<file path="src/rtl/nand_sweep_controller.sv">
// Sweeps all 16 input vectors across a 4-input NAND under test, settling before each sample,
// and reports the mismatch count and the first failing vector.
//
// state     | meaning
// ----------+--------------------------------------------------------------
// ST_IDLE   | waiting for start, stimulus 0000
// ST_SETTLE | vector applied, counting settle cycles
// ST_CHECK  | single cycle; y sampled at the edge that ends it
// ST_DONE   | sweep complete, results and stimulus 1111 held
module nand_sweep_controller #(
   parameter int SETTLE = 2
) (
   input  logic       clk,
   input  logic       rst,
   input  logic       start,
   input  logic       abort,
   input  logic       y,
   output logic       a,
   output logic       b,
   output logic       c,
   output logic       d,
   output logic       busy,
   output logic       done,
   output logic       pass,
   output logic [4:0] err_cnt,
   output logic [3:0] first_fail
);

   typedef enum logic [1:0] {ST_IDLE, ST_SETTLE, ST_CHECK, ST_DONE} state_t;

   localparam logic [3:0] LAST_CNT = 4'(SETTLE - 1);

   state_t     state, state_nxt;
   logic [3:0] vec, vec_nxt;
   logic [3:0] cnt, cnt_nxt;
   logic [4:0] err_nxt;
   logic [3:0] ff_nxt;

   always_ff @(posedge clk or posedge rst) begin
      if (rst) begin
         state      <= ST_IDLE;
         vec        <= 4'd0;
         cnt        <= 4'd0;
         err_cnt    <= 5'd0;
         first_fail <= 4'd0;
         busy       <= 1'b0;
         done       <= 1'b0;
         pass       <= 1'b0;
      end else begin
         state      <= state_nxt;
         vec        <= vec_nxt;
         cnt        <= cnt_nxt;
         err_cnt    <= err_nxt;
         first_fail <= ff_nxt;
         busy       <= (state_nxt == ST_SETTLE) || (state_nxt == ST_CHECK);
         done       <= (state_nxt == ST_DONE);
         pass       <= (state_nxt == ST_DONE) && (err_nxt == 5'd0);
      end
   end

   always_comb begin
      state_nxt = state;
      vec_nxt   = vec;
      cnt_nxt   = cnt;
      err_nxt   = err_cnt;
      ff_nxt    = first_fail;
      case (state)
         ST_IDLE, ST_DONE: begin
            if (start) begin
               state_nxt = ST_SETTLE;
               vec_nxt   = 4'd0;
               cnt_nxt   = 4'd0;
               err_nxt   = 5'd0;
               ff_nxt    = 4'd0;
            end
         end
         ST_SETTLE: begin
            if (abort) begin
               state_nxt = ST_IDLE;
               vec_nxt   = 4'd0;
               cnt_nxt   = 4'd0;
            end else begin
               cnt_nxt = cnt + 4'd1;
               if (cnt == LAST_CNT) state_nxt = ST_CHECK;
            end
         end
         ST_CHECK: begin
            if (abort) begin
               state_nxt = ST_IDLE;
               vec_nxt   = 4'd0;
               cnt_nxt   = 4'd0;
            end else begin
               // ideal NAND answers 1 everywhere except the all-ones vector
               if (y != (vec != 4'hF)) begin
                  err_nxt = err_cnt + 5'd1;
                  if (err_cnt == 5'd0) ff_nxt = vec;
               end
               if (vec == 4'hF) begin
                  state_nxt = ST_DONE;
               end else begin
                  state_nxt = ST_SETTLE;
                  vec_nxt   = vec + 4'd1;
                  cnt_nxt   = 4'd0;
               end
            end
         end
         default: state_nxt = ST_IDLE;
      endcase
   end

   assign {a, b, c, d} = vec;

endmodule

</file>
<file path="config.mk">
export PLATFORM = sky130hd
export DESIGN_NAME = nand_sweep_controller
export DESIGN_NICKNAME = d
export VERILOG_FILES = /design/src/rtl/nand_sweep_controller.sv
export SDC_FILE = /design/constraint.sdc
export NUM_CORES = 1
export LEC_CHECK = 0
export CAP_MARGIN = 20
export CELL_PAD_IN_SITES_DETAIL_PLACEMENT = 0
export CELL_PAD_IN_SITES_GLOBAL_PLACEMENT = 1
export CORE_MARGIN = 3
export CORE_UTILIZATION = 40
export DETAILED_ROUTE_END_ITERATION = 6
export GPL_TIMING_DRIVEN = 0
export PLACE_DENSITY = 0.79
export SYNTH_ARGS = -nofsm -noshare
export SYNTH_HDL_FRONTEND = slang
export SYNTH_SLANG_ARGS = --single-unit
</file>
<file path="constraint.sdc">
create_clock -name clk -period 3.9 [get_ports clk]
set_input_delay 0.78 -clock clk [delete_from_list [all_inputs] [get_ports clk]]
set_output_delay 0.78 -clock clk [all_outputs]
set_load 0.005 [all_outputs]
</file>
==> out/summary.txt <==
status - finished clean
Syn Nets - 140
number of global-route vias before repair - 916
pre-CTS WS - 0.746 ns
die height - 61.5 um
clk root buf - clkbuf_4
crit share post-route - 0.730
Worst-path clk slew - 0.13 ns
detailed-route wire length - 2510 um
area grow syn2layout - 23.6%
gpl congestion - 0.777
Die ar. - 0.00379 mm2
Worst Max-Slew Pin Slew - 0.805 ns
layout cell share with drive strength beyond 1 - 0.0927
Layout Nets - 165
gr ovfl total - 0
syn_area_per_cell - 9.71 um2
DRC - 0
PD cells - 508 mW/mm2
multi-input logic area - 646 um2
DR pass1 iterations - 4
row cnt - 19
CTS sink cnt - 22
final worst path period need - 2.85 ns
Synth Warn # - 0
final hold vios - 0
startpoint types - primary input
Initial Utilization - 0.432
first-pass GRT wire length - 4140 um
cts hold-fix bufs - 0
Post-DP HPWL - 1880 um
# diodes - 0
Clock Skew - 0.00487 ns
max_slew headroom - 0.463
TritonCTS buffer count - 3
max_cap viols - 0
Critical Path RT - 4.13 ns
H-tree Lvls - 1
buffers added on ports - 20
critical path class - in2reg
CP Cell Sequence - clkdlybuf4s50_1, nor2b_1, nand2_1, a21oi_1, nor2_1, a221oi_1, ha_1, inv_1, nand4bb_1, nor4_2
FF+latch area - 551 um2
Worst Path Max Fanout - 9
final core occ - 0.535
GRT Total Usage - 0.146
I/O pin count - 21
CTS resizes - 0
crit path DAT - 3.08 ns
Leak - 0.000686 uW
Die W - 61.5 um
Antenna Nets Post-Route - 0
Post-Syn Area - 0.00123 mm2
final setup TNS - 0 ns
synthesized flop and latch total - 22
Fmax - 351 MHz
HP Class - reg2reg
Via density - 5.41
Crit-path slowest cell - clkdlybuf4s50_1
CP max stage delay - 0.56 ns
cell count after synthesis - 127
initial antenna violation count - 0
Setup crit end kind - register
final setup fails - 0
distinct cell type count after synthesis - 36
vias - 985
number of DRC markers in iteration 0 - 20
core area - 0.00285 mm2
Max Slew Vio Count - 0
DR WL/cell - 13.8 um
largest net degree at the start of global routing - 23
Seq/Total Area, Yosys - 0.446
Post CTS Setup Buffer Count - 0
clock latency on the worst-skew pair - 0.31 ns
unrepaired setup endpoints after global routing - false
CTS tree - yes
CTS Buffer Depth - 2
peak supply drop - 282 uV
fillers - 273
post-route setup slack - 1.05 ns
-- cells by family (layout without fill, tap and decap cells) --
logic type	Yosys count	count (layout)	synth area share
flops	22	22	0.446
buf+inv	10	34	0.0304
simple gates	55	55	0.244
xor+xnor	3	3	0.0365
compound gates	28	28	0.153
mux	1	1	0.00811
fa+ha+maj	8	8	0.0811
-- path summary, 6_finish.rpt --
| check | startpoint | to | slack, ns | cells past startpoint |
|---|---|---|---|---|
| worst max-delay path | abort | pass | 1.05 | 10 |
| worst min-delay path | first_fail[3] | first_fail[3] | 0.50 | 1 |
| worst max register to register | state[0] | pass | 1.20 | 12 |
| worst min register to register | first_fail[3] | first_fail[3] | 0.50 | 1 |
| max in group asynchronous | rst | state[0] | 2.50 | 2 |
| min in group asynchronous | rst | pass | 0.90 | 2 |
-- power breakdown --
| group | internal, uW | total (uW) | switching, uW | leakage (uW) |
|---|---|---|---|---|
| clock | 104 | 178 | 74.2 | 0.0000279 |
| combinational | 116 | 312 | 196 | 0.000357 |
| sequential | 262 | 285 | 23.7 | 0.000301 |
-- metrics by stage --
| stage | area (um2) | hold WS (ns) | power [uW] | std cells |
|---|---|---|---|---|
| after floorplan | 1230 | 0.488 | 500 | 127 |
| after global routing | 1530 | 0.520 | 844 | 182 |
| final | 1530 | 0.500 | 775 | 182 |
| after detailed placement | 1470 | 0.477 | 605 | 178 |
| after CTS | 1530 | 0.508 | 784 | 182 |
| after global placement | 1470 | 0.472 | 596 | 178 |
-- cell usage after synthesis, drive strengths merged --
library cell | n | area (um2)
dfrtp | 22 | 551
nand2 | 16 | 60.1
o21ai | 10 | 53.8
nor2 | 9 | 33.8
ha | 8 | 100
inv | 8 | 30.0
a21oi | 7 | 35.0
nand4 | 6 | 37.5
a21bo | 4 | 40.0
nand2b | 4 | 25.0
nand3 | 3 | 15.0
nor2b | 3 | 18.8
nor3 | 3 | 15.0
xor2 | 3 | 45.1
and3 | 2 | 17.5
clkbuf | 2 | 7.51
a211o | 1 | 8.76
a21o | 1 | 7.51
a221o | 1 | 10.0
a221oi | 1 | 8.76
a22o | 1 | 8.76
a311oi | 1 | 8.76
mux2i | 1 | 10.0
nand4b | 1 | 8.76
nand4bb | 1 | 11.3
nor3b | 1 | 7.51
nor4 | 1 | 12.5
nor4b | 1 | 8.76
o211ai | 1 | 7.51
or2 | 1 | 6.26
or3 | 1 | 6.26
or4 | 1 | 7.51
or4b | 1 | 10.0
-- layer usage --
layer  GRT usage  wire (um)  share of wire  vias up
li1            -          -              -      497
met1       0.201       1250           0.50      471
met2       0.232       1170           0.47       15
met3      0.0273         78          0.031        2
met4      0.0455         12         0.0048        0
met5           0          0              0        -
-- registers in the layout, indices dropped and copies added, names as in the netlist --
register / cells
first_fail: 4
busy: 1
vec: 4
err_cnt: 5
cnt: 4
pass: 1
done: 1
state: 2
-- worst max-delay path, delay by kind of cell --
kind	cells	cell delay, ns
fa+ha+maj	1	0.23
compound gates	2	0.45
simple gates	5	1.02
buf+inv	2	0.60
-- layout by cell type (no fill, tap or decap), drive strengths merged, types with 2 or more instances in the layout --
cell type,n
clkbuf,5
nand2,16
nand4,6
nor2,9
and3,2
a21bo,4
xor2,3
ha,8
o21ai,10
dfrtp,22
inv,8
nand3,3
a21oi,7
clkdlybuf4s50,20
nand2b,4
nor2b,3
nor3,3
-- area by class of cell --
| type | count | share of cell area |
|---|---|---|
| buffer | 2 | 0.00492 |
| clock buffer | 3 | 0.0148 |
| clock inverter | 1 | 0.0197 |
| inverter | 8 | 0.0197 |
| multi-input combinational | 95 | 0.423 |
| sequential | 22 | 0.361 |
| tap | 31 | 0.0254 |
| timing repair buffer | 20 | 0.131 |
(Power assumes the default switching activity.)
